File: config.mk
export PLATFORM = sky130hd
export DESIGN_NAME = bra_resolve_queue
export DESIGN_NICKNAME = d
export VERILOG_FILES = /design/src/rtl/bra_resolve_queue.sv
export SDC_FILE = /design/constraint.sdc
export NUM_CORES = 1
export LEC_CHECK = 0
export BUFFER_PORTS_ARGS = -buffer_cell sky130_fd_sc_hd__buf_2
export CORE_MARGIN = 1.5
export CORE_UTILIZATION = 56
export CTS_CLUSTER_SIZE = 8
export DETAILED_ROUTE_END_ITERATION = 7
export PLACE_DENSITY = 0.85
export SLEW_MARGIN = 40
export SYNTH_ARGS = -nofsm -noshare
export SYNTH_HDL_FRONTEND = slang
export SYNTH_SLANG_ARGS = --single-unit
File: constraint.sdc
create_clock -name clk -period 2.9 [get_ports clk]
set_input_delay 0.435 -clock clk [delete_from_list [all_inputs] [get_ports clk]]
set_output_delay 0.435 -clock clk [all_outputs]
set_load 0.005 [all_outputs]
File: src/rtl/bra_resolve_queue.sv
// Purpose : in-order buffer of resolved-branch records between the branch ALU and the ROB; flags mispredicts and drops stale results after a flush.
// Latency : a record pushed in cycle N reaches the head in cycle N+1 at the earliest (no bypass).
// Backpressure: in_ready drops when full or while holding after a flush; the ROB throttles the head via rob_ready.
// Optional feature macro: BRA_RESOLVE_STATS_EN adds the stat_resolved / stat_mispred pop counters.
module bra_resolve_queue #(
    parameter int ROB_IDX_W  = 4,
    parameter int DEPTH      = 4,
    parameter int PTR_W      = 2,
    parameter int FLUSH_HOLD = 2
) (
    input  logic                 clk,
    input  logic                 rst,
    input  logic                 in_valid,
    input  logic [ROB_IDX_W-1:0] in_index,
    input  logic [1:0]           in_result,
    output logic                 in_ready,
    input  logic                 flush,
    output logic                 rob_valid,
    input  logic                 rob_ready,
    output logic [ROB_IDX_W-1:0] rob_index,
    output logic                 rob_taken,
    output logic                 rob_mispredict,
    output logic                 overflow,
`ifdef BRA_RESOLVE_STATS_EN
    output logic [15:0]          stat_resolved,
    output logic [15:0]          stat_mispred,
`endif
    output logic                 holding
);

    typedef struct packed {
        logic [ROB_IDX_W-1:0] index;
        logic                 pred;
        logic                 act;
    } entry_t;

    typedef enum logic {RUN = 1'b0, HOLD = 1'b1} state_t;

    localparam logic [PTR_W:0] FULL_CNT = (PTR_W+1)'(DEPTH);
    localparam logic [3:0]     HOLD_LD  = 4'(FLUSH_HOLD);

    entry_t           mem [DEPTH];
    entry_t           head;
    logic [PTR_W-1:0] wr_ptr;
    logic [PTR_W-1:0] rd_ptr;
    logic [PTR_W:0]   count;
    state_t           state;
    state_t           state_nxt;
    logic [3:0]       hold_cnt;
    logic [3:0]       hold_cnt_nxt;
    logic             push;
    logic             pop;
    logic             ovf_attempt;

    // A flush wins over everything: neither the push nor the pop of that cycle is honoured.
    assign push        = in_valid && in_ready && !flush;
    assign pop         = rob_valid && rob_ready && !flush;
    assign ovf_attempt = in_valid && (count == FULL_CNT) && (state == RUN);
    assign head        = mem[rd_ptr];

    // FSM state register and hold-window counter.
    always_ff @(posedge clk) begin
        if (!rst) begin
            state    <= RUN;
            hold_cnt <= 4'd0;
        end else begin
            state    <= state_nxt;
            hold_cnt <= hold_cnt_nxt;
        end
    end

    // FSM next state: enter HOLD on flush, count the window down, re-arm on a repeat flush.
    always_comb begin
        state_nxt    = state;
        hold_cnt_nxt = hold_cnt;
        case (state)
            RUN: begin
                if (flush && (HOLD_LD != 4'd0)) begin
                    state_nxt    = HOLD;
                    hold_cnt_nxt = HOLD_LD;
                end
            end
            HOLD: begin
                if (flush) begin
                    hold_cnt_nxt = HOLD_LD;
                end else if (hold_cnt == 4'd1) begin
                    state_nxt    = RUN;
                    hold_cnt_nxt = 4'd0;
                end else begin
                    hold_cnt_nxt = hold_cnt - 4'd1;
                end
            end
        endcase
    end

    // FSM outputs: accept only when running and not full; both derived from registered state.
    always_comb begin
        holding  = (state == HOLD);
        in_ready = (count != FULL_CNT) && (state == RUN);
    end

    // Pointer, occupancy and sticky overflow bookkeeping.
    always_ff @(posedge clk) begin
        if (!rst) begin
            wr_ptr   <= '0;
            rd_ptr   <= '0;
            count    <= '0;
            overflow <= 1'b0;
        end else begin
            if (ovf_attempt) begin
                overflow <= 1'b1;
            end
            if (flush) begin
                wr_ptr <= '0;
                rd_ptr <= '0;
                count  <= '0;
            end else begin
                if (push) begin
                    wr_ptr <= wr_ptr + 1'b1;
                end
                if (pop) begin
                    rd_ptr <= rd_ptr + 1'b1;
                end
                case ({push, pop})
                    2'b10:   count <= count + 1'b1;
                    2'b01:   count <= count - 1'b1;
                    default: count <= count;
                endcase
            end
        end
    end

    // Record storage; contents are only observed through the occupancy-gated head.
    always_ff @(posedge clk) begin
        if (push) begin
            mem[wr_ptr] <= '{index: in_index, pred: in_result[1], act: in_result[0]};
        end
    end

    // Head presentation, forced to zero when empty so the ROB never sees stale fields.
    always_comb begin
        rob_valid      = (count != '0);
        rob_index      = rob_valid ? head.index : '0;
        rob_taken      = rob_valid ? head.act : 1'b0;
        rob_mispredict = rob_valid ? (head.pred ^ head.act) : 1'b0;
    end

`ifdef BRA_RESOLVE_STATS_EN
    // Pop statistics; survive flushes and wrap at 16 bits.
    always_ff @(posedge clk) begin
        if (!rst) begin
            stat_resolved <= 16'd0;
            stat_mispred  <= 16'd0;
        end else if (pop) begin
            stat_resolved <= stat_resolved + 16'd1;
            if (rob_mispredict) begin
                stat_mispred <= stat_mispred + 16'd1;
            end
        end
    end
`endif

endmodule

=== Yosys cells after proc, flatten, opt, wreduce, memory -nomap -nowiden ===
Memories as Yosys holds them, arrays and structs flattened. A register that Yosys moved wholly into a read port is not among the register bits.
Cells that the tools add are included.

* Register bits: 13
* RAM bits: 24
* Output and inout bits: 10
* Memories kept: 1

{| class="wikitable"
|+ Memory list
! memory !! words !! width !! rd ports !! clocked after Yosys merged registers in !! wr ports !! line !! source
|-
| mem || 4 || 6 || 1 || 1 || 1 || 42 || <nowiki>entry_t mem [DEPTH];</nowiki>
|}

* Add/subtract/negate cells: 5
* Eq/ne operators: 6
* Multiplexer cells: 16
* Bitwise logic cells: 3
* Reduce and logical (&&, ||, !) cells: 11

{| class="wikitable"
|+ Operators with widths
! kind !! number
|-
| $mux W4 || 4
|-
| $pmux W4 S2 || 1
|-
| $logic_and A1 B1 Y1 || 7
|-
| $mux W1 || 7
|-
| $pmux W3 S2 || 1
|-
| $add A2 B1 Y2 const B || 2
|-
| $eq A4 B1 Y1 const B || 1
|-
| $mux W2 || 2
|-
| $sub A4 B1 Y4 const B || 1
|-
| $add A3 B1 Y3 const B || 1
|-
| $eq A3 B3 Y1 const B || 1
|-
| $ne A3 B3 Y1 const B || 1
|-
| $reduce_bool A3 Y1 || 1
|-
| $sub A3 B1 Y3 const B || 1
|-
| $eq A2 B1 Y1 const B || 1
|-
| $eq A2 B2 Y1 const B || 1
|-
| $ne A2 B2 Y1 const B || 1
|-
| $not A1 Y1 || 2
|-
| $pmux W1 S2 || 1
|-
| $reduce_bool A2 Y1 || 1
|-
| $reduce_or A2 Y1 || 1
|-
| $logic_not A1 Y1 || 1
|-
| $xor A1 B1 Y1 || 1
|}

=== Logic depth before layout (Yosys ltp) ===
Gate-level depths: netlist of run 1.

* Word-level depth: 6
* Depth in mapped cells: 10

=== Worst setup path after synthesis of run 1 ===
No wires, ideal clock.

* Kind: register to register
* Start: register count[2]
* End: register count[2]
* Setup time: 70 ps
* Arrival: 1953 ps
* Data required time: 2830 ps
* Path slack: 877 ps
* Stages on the path, launching flop included: 10
* Period minus slack after synthesis: 2023 ps
* Path through: dfxtp_1 nor3b_2 nor2_1 inv_1 ha_1 inv_1 fa_1 xor2_1 or3_1 a21oi_1

* Longest elaborated chain between the ends: 6
* Elaborated cells between the ends (all ways): 13

{| class="wikitable"
|+ Ends and longest elaborated chain
! element !! line !! source
|-
| start: declaration || 46 || <nowiki>logic [PTR_W:0] count;</nowiki>
|-
| start signal: assignment || 125 || <nowiki>2'b10: count <= count + 1'b1;</nowiki>
|-
| start signal: assignment || 126 || <nowiki>2'b01: count <= count - 1'b1;</nowiki>
|-
| start signal: assignment || 127 || <nowiki>default: count <= count;</nowiki>
|-
| $ne A3 B3 Y1 || 99 || <nowiki>in_ready = (count != FULL_CNT) && (state == RUN);</nowiki>
|-
| $logic_and A1 B1 Y1 || 99 ||
|-
| $logic_and A1 B1 Y1 (2 in series) || 56 || <nowiki>assign push = in_valid && in_ready && !flush;</nowiki>
|-
| $eq A2 B1 Y1 / $eq A2 B2 Y1 (equally long branches) || 124 || <nowiki>case ({push, pop})</nowiki>
|-
| $pmux W3 S2 / $reduce_bool A2 Y1 (equally long branches) || - ||
|}

Parallel ways exist; a longest one is shown, timed or not.
A chain may end at the register's enable or synchronous reset.

=== Worst setup path after layout of run 1 ===
Ends and elaborated chain as after synthesis.

==> results of run 1 <==
==> metrics by stage <==
step / std cells / total power, mW / setup slack, ps / hold slack (ps)
3_5_place_dp: 181 / 0.6802 / 676.0 / 499.5
5_1_grt: 189 / 0.9704 / 512.3 / 281.9
2_1_floorplan: 131 / 0.6575 / 876.8 / 468.3
3_3_place_gp: 181 / 0.6763 / 796.9 / 473.3
6_report: 189 / 0.9329 / 645.4 / 298.0
4_1_cts: 189 / 0.9398 / 649.6 / 285.1
==> power by group <==
part           total (mW)  leakage [nW]  internal, mW  switching [mW]
combinational      0.0604         0.335        0.0290          0.0314
sequential          0.606         0.339         0.597         0.00948
clock               0.266        0.0263        0.0889           0.177
==> cell usage after synthesis (2+ instances only) <==
library cell / count / area, um^2
nor2_1: 13 / 48.80
dfxtp_1: 15 / 300.3
nand3_1: 3 / 15.01
and3_1: 4 / 25.02
ha_1: 7 / 87.58
mux4_2: 6 / 135.1
nor3b_2: 2 / 25.02
a21oi_1: 8 / 40.04
nor2b_1: 7 / 43.79
buf_6: 2 / 22.52
edfxtp_1: 24 / 720.7
or3b_1: 2 / 17.52
o21ai_1: 2 / 10.01
xor2_1: 4 / 35.03
nand2_1: 3 / 11.26
xnor2_1: 4 / 35.03
inv_1: 11 / 41.29
==> layout make-up <==
type                       instances  area share, %
tap                               33          2.158
clock buffer                       5          1.962
multi-input combinational         78          34.34
clock inverter                     3         0.7848
inverter                          11          2.158
timing repair buffer              20          5.232
sequential                        39          53.37
==> worst reg2reg max path, stage by stage, from the launching register on <==
cell	delay (ps)
dfxtp_1	470
nor3b_2	340
nor2_1	90
inv_1	60
ha_1	180
inv_1	60
fa_1	370
xor2_1	160
or3_1	310
a21oi_1	150
==> layer usage <==
| metal | share of wire (%) | track usage (%) | vias to the layer above |
|---|---|---|---|
| met1 | 44 | 20.94 | 508 |
| met5 | 0 | 0 | - |
| li1 | - | - | 517 |
| met4 | 1.5 | 7.792 | 0 |
| met3 | 3.8 | 6.154 | 5 |
| met2 | 50 | 30.16 | 17 |
==> final timing paths <==
path / end / slack (ps) / cells past startpoint
setup / recovery: count[2] / 650 / 9
hold / removal: mem[3][5] / 300 / 1
setup reg to reg: count[2] / 650 / 9
hold reg to reg: hold_cnt[2] / 510 / 2
==> sequential cells by signal, summed over array words and instances, names as in the netlist, named ones only <==
| name | count |
|---|---|
| count | 3 |
| hold_cnt | 4 |
| mem | 24 |
| wr_ptr | 2 |
| rd_ptr | 2 |
| overflow | 1 |
| holding | 1 |
==> cells by family (layout without fill, tap and decap cells) <==
kind of cell / count (synthesis) / after routing
xor gates and xnor gates: 8 / 8
adders and majority gates: 8 / 8
buffers and inverters: 14 / 39
and+or+nand+nor: 39 / 39
muxes: 7 / 7
DFF: 39 / 39
AOI/OAI and AO/OA: 16 / 16
==> impl_metrics.py, run 1 <==
metrics = {
    "yosys": {
        "synthesis.instances": 131,
        "synth-xor-area-share_pct": 4.011,
        "synth_adder_area_share_pct": 6.160,
        "synth-simple-area-share_pct": 13.47,
        "synthArstFlopShare_pct": 0,
        "ys_dominant_reg_cell": "edfxtp_1",
        "synth_seq_cells": 39,
        "avgSynthCellArea_um2": 13.33,
        "synth-compound-area-share_pct": 5.659,
        "syn-cell-area_mm2": 0.001747,
        "syn-num-nets": 150,
        "synth.distinct_cells": 31,
        "ys_seq_area_share_pct": 58.45,
        "yosys_warnings": 0,
        "synthMuxAreaShare_pct": 8.309,
        "synth_top_family_by_area": "simple AND/OR/NAND/NOR gates",
        "synth_edf_count": 24,
    },
    "sta": {
        "slew_headroom_pct": 66.82,
        "hold_viol_final": 0,
        "tightest_slew_ps": 494.9,
        "period_share_pct": 77.74,
        "skew_ps": 6.111,
        "fmax_ghz": 0.4435,
        "setup_viol": 0,
        "setup_tns_ps": 0,
        "rsz0062_at_grt": "no",
        "finalCriticalPeriod_ps": 2255,
        "slew_violations": 0,
    },
    "placement": {
        "gp_congestion": 0.7345,
        "dpl_cell_area_mm2": 0.001861,
        "dp_hpwl_um": 2088,
        "port_buffers": 20,
    },
    "global_route": {
        "grt_use_total_pct": 17.99,
        "first_global_vias": 997,
        "grt_pass1_wl_um": 4416,
        "antenna_found_initial": 0,
        "gr-total-overflow": 0,
        "grt_max_degree": 13,
    },
    "power": {
        "p_per_area_mw_per_mm2": 487.7,
        "ir_drop_uv": 228.1,
        "leakagePower_nw": 0.7008,
    },
    "layout": {
        "final_cell_mix": "edfxtp_1 (24), buf_2 (20), dfxtp_1 (15)",
        "multi_input_area_um2": 656.9,
        "fin_util_pct": 63.71,
        "fin_area_mm2": 0.001913,
        "final_common_cell": "edfxtp_1",
        "seqCellArea_mm2": 0.001021,
        "fillers": 242,
        "drive_gt1_share_pct": 24.36,
        "n_antenna_cell": 0,
        "final_nets": 174,
        "syn2layout_area_growth_pct": 9.527,
    },
    "worst_setup_path": {
        "cp_cell_sequence": "nor3b_2, nor2_1, inv_1, ha_1, inv_1, fa_1, xor2_1, or3_1, a21oi_1",
        "cp-start-kind": "register",
        "cp.arrival_ps": 2530,
        "end_kind": "register",
        "crit_family": "simple AND/OR/NAND/NOR gates",
        "cp_common_cell": "inv_1",
        "worst_path_largest_cell_delay_ps": 470,
        "cp_num_buf_inv": 2,
        "cp-startpoint": "count[2]",
        "crit_type": "register to register",
        "timing.rr.start": "count[2]",
        "cp.required_ps": 3180,
        "critPathMaxFanout": 7,
        "cpMaxStageDelayCell": "dfxtp_1",
    },
    "detailed_routing": {
        "dr.pass1.iters": 4,
        "ant_nets": 0,
        "route.detailed.drc": 0,
        "wl_per_cell_um": 14.94,
        "drt-total-wl_um": 2824,
        "avgViaCountPerCell": 5.540,
        "vias": 1047,
        "drtIter0Drc": 19,
    },
    "clock_tree": {
        "cts_setup_buffers": 0,
        "cts_buffer_depth": 2,
        "h-tree-depth": 2,
        "insertion_delay_ps": 350,
        "postCtsHoldBufs": 0,
        "cts_tree": "yes",
        "post_cts_resized": 0,
        "cts.reportedPaths.clkPinSlew_ps": 110,
        "numCtsBuffers": 5,
        "cts.sinks": 39,
        "root_buffer": "clkbuf_4",
    },
    "floorplan": {
        "dieArea_mm2": 0.003463,
        "core_area_mm2": 0.003003,
        "fp-row-count": 20,
        "ios": 21,
        "start_util_pct": 58.17,
        "fp.dieW_um": 58.85,
        "dieHeight_um": 58.85,
    },
    "hold_path": {
        "hold_class": "input port to register",
        "hold_start": "in_index[3]",
    },
    "outcome": {
        "status": "finished clean",
    },
    "flow_run": {
        "maxCapViolCount": 0,
    },
}
(Power assumes the default switching activity.)
==> inputs of run 2 (changes only) <==
Settings changed: ABC_AREA set to 1, CORE_UTILIZATION 56 to 51, PLACE_DENSITY 0.85 to 0.82.
Clock period 2.9 ns to 1.8 ns, I/O delays scaled along.
==> impl_metrics.py, run 2 <==
metrics = {
    "outcome": {
        "status": "finished with violations",
        "violations": "setup timing",
    },
    "worst_setup_path": {
        "crit_type": "register to register",
        "cp_cell_sequence": "inv_2, nand3_4, nand2_4, nor2_4, ha_4, inv_4, fa_2, a21oi_2, o21ai_1, nand2_1, nand2_1, nor2_1",
        "cp_common_cell": "nand2_1",
        "cp-start-kind": "register",
        "crit_family": "adder cells",
        "cp.arrival_ps": 2090,
        "end_kind": "register",
        "cp.required_ps": 2080,
        "worst_path_largest_cell_delay_ps": 390,
        "critPathMaxFanout": 3,
        "cpMaxStageDelayCell": "fa_2",
        "ff2ff_setup_slack_ps": -10,
        "cp_num_buf_inv": 2,
    },
    "clock_tree": {
        "cts_buffer_depth": 2,
        "cts_tree": "yes",
        "numCtsBuffers": 5,
        "h-tree-depth": 2,
        "root_buffer": "clkbuf_4",
        "postCtsHoldBufs": 0,
        "cts.sinks": 39,
        "insertion_delay_ps": 340,
        "cts.reportedPaths.clkPinSlew_ps": 100,
    },
    "detailed_routing": {
        "dr.pass1.iters": 4,
        "drt-total-wl_um": 3096,
        "avgViaCountPerCell": 4.802,
        "ant_nets": 0,
        "vias": 1311,
        "route.detailed.drc": 0,
        "wl_per_cell_um": 11.34,
        "drtIter0Drc": 51,
    },
    "global_route": {
        "first_global_vias": 1194,
        "grt_max_degree": 13,
        "grt_pass1_wl_um": 5016,
        "gr-total-overflow": 0,
        "grt_use_total_pct": 16.76,
        "antenna_found_initial": 0,
    },
    "flow_run": {
        "maxCapViolCount": 0,
    },
    "power": {
        "p_sw_mw": 0.3537,
        "pwr-share-comb_pct": 10.1,
        "clkPwrFrac_pct": 26.3,
        "leakagePower_nw": 0.8983,
        "fin_total_pwr_mw": 1.534,
        "p_per_area_mw_per_mm2": 718.2,
        "ir_drop_uv": 589.5,
        "power.share.sequential_pct": 63.7,
        "swShare_pct": 23.06,
        "p_int_mw": 1.180,
    },
    "yosys": {
        "synthTopCellsByArea": "edfxtp_1 (40%), dfxtp_1 (16%), nor2_1 (7.2%)",
        "ys_seq_area_share_pct": 56.08,
        "yosysTopAreaCellShare_pct": 39.59,
        "synth_common_cells": "nor2_1 (35), nand2_1 (31), edfxtp_1 (24), inv_1 (24), dfxtp_1 (15)",
        "synthArstFlopShare_pct": 0,
        "syn-num-nets": 208,
        "synth_largest_area_cell": "edfxtp_1",
        "synth_edf_count": 24,
        "syn-cell-area_mm2": 0.001820,
        "yosys_warnings": 0,
        "synth.distinct_cells": 24,
        "synthesis.instances": 189,
        "avgSynthCellArea_um2": 9.632,
        "ys_dominant_reg_cell": "edfxtp_1",
        "synth_seq_cells": 39,
        "synth_most_common_cell": "nor2_1",
    },
    "sta": {
        "fmax_ghz": 0.5518,
        "finalCriticalPeriod_ps": 1812,
        "rsz0062_at_grt": "yes",
        "slew_headroom_pct": 81.72,
        "holdWs_ps": 140.9,
        "setup_tns_ps": -12.15,
        "tightest_slew_ps": 273.9,
        "skew_ps": 11.86,
        "setup_viol": 1,
        "slew_violations": 0,
        "hold_viol_final": 0,
        "setup_ws_ps": -12.15,
        "period_share_pct": 100.7,
    },
    "floorplan": {
        "fp.dieW_um": 62.75,
        "fp-row-count": 21,
        "start_util_pct": 53.71,
        "dieHeight_um": 62.75,
        "ios": 21,
        "core_area_mm2": 0.003390,
        "dieArea_mm2": 0.003937,
    },
    "layout": {
        "final_nets": 245,
        "syn2layout_area_growth_pct": 17.32,
        "reg.largest.list": "mem x24, hold_cnt x4, count x3",
        "fin_area_mm2": 0.002136,
        "largest_register": "mem",
        "final_cell_mix": "nor2_1 (34), nand2_1 (30), edfxtp_1 (24)",
        "n_antenna_cell": 0,
        "drive_gt1_share_pct": 27.75,
        "largest_reg_flops": 24,
        "stdcell_count": 273,
        "final_common_cell": "nor2_1",
    },
    "placement": {
        "dpl_cell_area_mm2": 0.002011,
        "port_buffers": 20,
        "dp_hpwl_um": 2155,
        "gp_congestion": 0.7642,
        "dp_cells": 262,
    },
    "hold_path": {
        "hold_class": "input port to register",
    },
}
## run 2: cell count changes in the layout (fill, tap and decap cells not counted), sizes merged, moves of 4 or more
cell   previous run  this run
buf              20        33
nand3             3         7
nor2             13        38
o21ai             3        15
a21oi             8        13
xnor2             4         0
nand2             3        36
mux4              6         0
inv              11        25
nor2b             7         0
and3              4         0
## run 2: power groups by stage
| stage | Clock [mW] | Sequential (mW) | Combinational (mW) |
|---|---|---|---|
| 2_1_floorplan | 0 | 0.995 | 0.0876 |
| 3_5_place_dp | 0 | 0.997 | 0.143 |
| 3_3_place_gp | 0 | 0.997 | 0.139 |
| 4_1_cts | 0.415 | 0.977 | 0.144 |
| 5_1_grt | 0.449 | 0.979 | 0.176 |
| 6_report | 0.403 | 0.976 | 0.154 |
## run 2: final cells by class
class | count | area [um^2]
Fill cell | 265 | 1254
Sequential cell | 39 | 1027
Multi-Input combinational cell | 122 | 704.4
Timing Repair Buffer | 33 | 197.7
Inverter | 25 | 98.84
Tap cell | 46 | 57.56
Clock buffer | 7 | 45.04
Clock inverter | 1 | 5.005
## run 2: final timing paths
| path | startpoint | end | cells past startpoint |
|---|---|---|---|
| worst max-delay path | count[2] | count[2] | 12 |
| worst min-delay path | in_index[2] | mem[2][4] | 1 |
| worst max register to register | count[2] | count[2] | 12 |
| worst min register to register | overflow | overflow | 2 |
## run 2: what timing repair did
action / 4_1_cts / 5_1_grt
resized for setup: 1 / 19
hold endpoints to repair: 0 / 0
endpoints found under the setup margin: 2 / 3
setup buffers: 0 / 3
pin swaps: 0 / 7
## run 2: kinds of logic after synthesis
family	synth area share, %
and+or+nand+nor	21.17
AOI/OAI and AO/OA	8.866
xor gates and xnor gates	0.4812
buffers and inverters	7.491
adders and majority gates	5.910
DFF	56.08
## run 2: metrics by stage
step                      utilization [%]  setup slack (ps)
after global placement              59.32             79.40
after global routing                63.01            -108.9
final                               63.01            -12.15
after CTS                           60.83             2.680
after detailed placement            59.32            -16.32
after floorplan                         -             62.63
## run 2: metal layers
| layer | vias to the layer above | wire [um] | track usage [%] |
|---|---|---|---|
| met4 | 0 | 51 | 8.889 |
| met2 | 32 | 1481 | 28.09 |
| met3 | 9 | 163 | 5.045 |
| met5 | - | 0 | 0 |
| li1 | 690 | - | - |
| met1 | 580 | 1400 | 19.30 |
==> inputs of run 3 (changes only) <==
Settings changed: BUFFER_PORTS_ARGS -buffer_cell sky130_fd_sc_hd__buf_2 to not set, CORE_UTILIZATION 51 to 56, DONT_BUFFER_PORTS set to 1.
==> impl_metrics.py, run 3 (synthesis gave the netlist of run 2 again) <==
metrics = {
    "floorplan": {
        "core_area_mm2": 0.003078,
        "dieHeight_um": 60.02,
        "dieArea_mm2": 0.003602,
        "fp.dieW_um": 60.02,
        "start_util_pct": 59.15,
        "ios": 21,
        "fp-row-count": 20,
    },
    "clock_tree": {
        "root_buffer": "clkbuf_4",
        "numCtsBuffers": 5,
        "cts_buffer_depth": 2,
        "cts_tree": "yes",
        "cts.reportedPaths.clkPinSlew_ps": 110,
        "cts.sinks": 39,
        "h-tree-depth": 2,
        "insertion_delay_ps": 350,
    },
    "global_route": {
        "grt_pass1_wl_um": 5885,
        "first_global_vias": 1354,
        "gr-total-overflow": 0,
        "grt_use_total_pct": 23.45,
        "antenna_found_initial": 0,
        "grt_max_degree": 13,
    },
    "layout": {
        "fin_area_mm2": 0.002090,
        "drive_gt1_share_pct": 21.03,
        "fin_util_pct": 67.89,
        "reg.largest.list": "mem x24, hold_cnt x4, count x3",
        "largest_register": "mem",
        "largest_reg_flops": 24,
        "final_common_cell": "nor2_1",
        "n_antenna_cell": 0,
        "final_nets": 232,
        "syn2layout_area_growth_pct": 14.78,
        "final_cell_mix": "nor2_1 (34), nand2_1 (30), edfxtp_1 (24)",
    },
    "sta": {
        "rsz0062_at_grt": "yes",
        "hold_viol_final": 0,
        "slew_violations": 0,
        "tightest_slew_ps": 281.9,
        "skew_ps": 13.84,
        "period_share_pct": 98.29,
        "setup_viol": 0,
        "slew_headroom_pct": 81.18,
        "setup_tns_ps": 0,
        "finalCriticalPeriod_ps": 1769,
        "fmax_ghz": 0.5652,
    },
    "power": {
        "p_sw_mw": 0.3748,
        "leakagePower_nw": 0.8343,
        "clkPwrFrac_pct": 29.1,
        "power.share.sequential_pct": 61.5,
        "pwr-share-comb_pct": 9.4,
        "p_int_mw": 1.211,
        "swShare_pct": 23.63,
        "ir_drop_uv": 498.3,
        "p_per_area_mw_per_mm2": 759.0,
    },
    "detailed_routing": {
        "ant_nets": 0,
        "drtIter0Drc": 75,
        "wl_per_cell_um": 14.66,
        "vias": 1329,
        "avgViaCountPerCell": 5.151,
        "dr.pass1.iters": 4,
        "drt-total-wl_um": 3781,
        "route.detailed.drc": 0,
    },
    "worst_setup_path": {
        "cp.arrival_ps": 2070,
        "cp.required_ps": 2100,
        "crit_type": "register to register",
        "cp-start-kind": "register",
        "end_kind": "register",
        "critPathMaxFanout": 5,
    },
    "hold_path": {
        "hold_class": "input port to register",
    },
    "placement": {
        "dpl_cell_area_mm2": 0.001923,
        "dp_hpwl_um": 2709,
        "gp_congestion": 0.8053,
        "port_buffers": 0,
    },
    "outcome": {
        "status": "finished clean",
    },
    "flow_run": {
        "maxCapViolCount": 0,
    },
}
run 3: changes by cell type in the layout (fill, tap and decap cells not counted), sizes merged:
cell / delta
dlygate4sd3: +7
buf: -20
run 3: cell type report:
type	instances	area (um^2)
clock buffers	7	55.05
flip-flops and latches	39	1032
repair buffers	20	167.7
inverters	25	98.84
fillers	227	988.4
clock inverters	1	3.754
well taps	44	55.05
multi-input cells	122	676.9
run 3: what timing repair did:
item	4_1_cts	5_1_grt
endpoints found under the hold margin	15	9
setup buffers	0	1
pin swaps	0	5
endpoints found under the setup margin	2	2
hold buffers	4	3
resized for setup	6	14
run 3: routing by layer:
layer	vias to the layer above	wire, um	global-route usage (%)
met5	-	0	0
met3	9	132	8.009
met2	26	2168	42.55
li1	658	-	-
met1	636	1387	23.30
met4	0	93	12.06
run 3: power groups by stage:
| stage | Sequential, mW | Combinational (mW) | Clock (mW) |
|---|---|---|---|
| floorplan | 0.995 | 0.0876 | 0 |
| CTS | 0.977 | 0.138 | 0.472 |
| detailed placement | 0.997 | 0.127 | 0 |
| global route | 0.976 | 0.165 | 0.512 |
| global placement | 0.996 | 0.116 | 0 |
| finish | 0.975 | 0.150 | 0.461 |
run 3: path summary, 6_finish.rpt:
kind              cells after the start     start           to  slack [ps]
hold reg to reg                       2  overflow     overflow         520
setup / recovery                     12  count[0]     count[2]          30
setup reg to reg                     12  count[0]     count[2]          30
hold / removal                        2       rst  hold_cnt[0]          40
run 3: through the flow:
step | cells | hold slack (ps) | power, mW | worst slack [ps]
after global routing | 258 | 28.07 | 1.654 | -132.2
after global placement | 242 | 369.0 | 1.112 | 93.98
after CTS | 254 | 4.722 | 1.587 | 6.903
after floorplan | 189 | 368.9 | 1.083 | 62.63
after detailed placement | 242 | 369.0 | 1.124 | -67.26
final | 258 | 40.54 | 1.586 | 30.74
run 3: worst max-delay path, cell delays in order (launching register included):
cell and delay (ps):
dfxtp_2 340, inv_2 60, nand3_4 80, nand2_2 60
nor2_2 120, ha_2 190, inv_2 60, fa_2 400
a21oi_2 120, o21ai_1 80, nand2_1 60, nand2_1 40
nor2_1 100
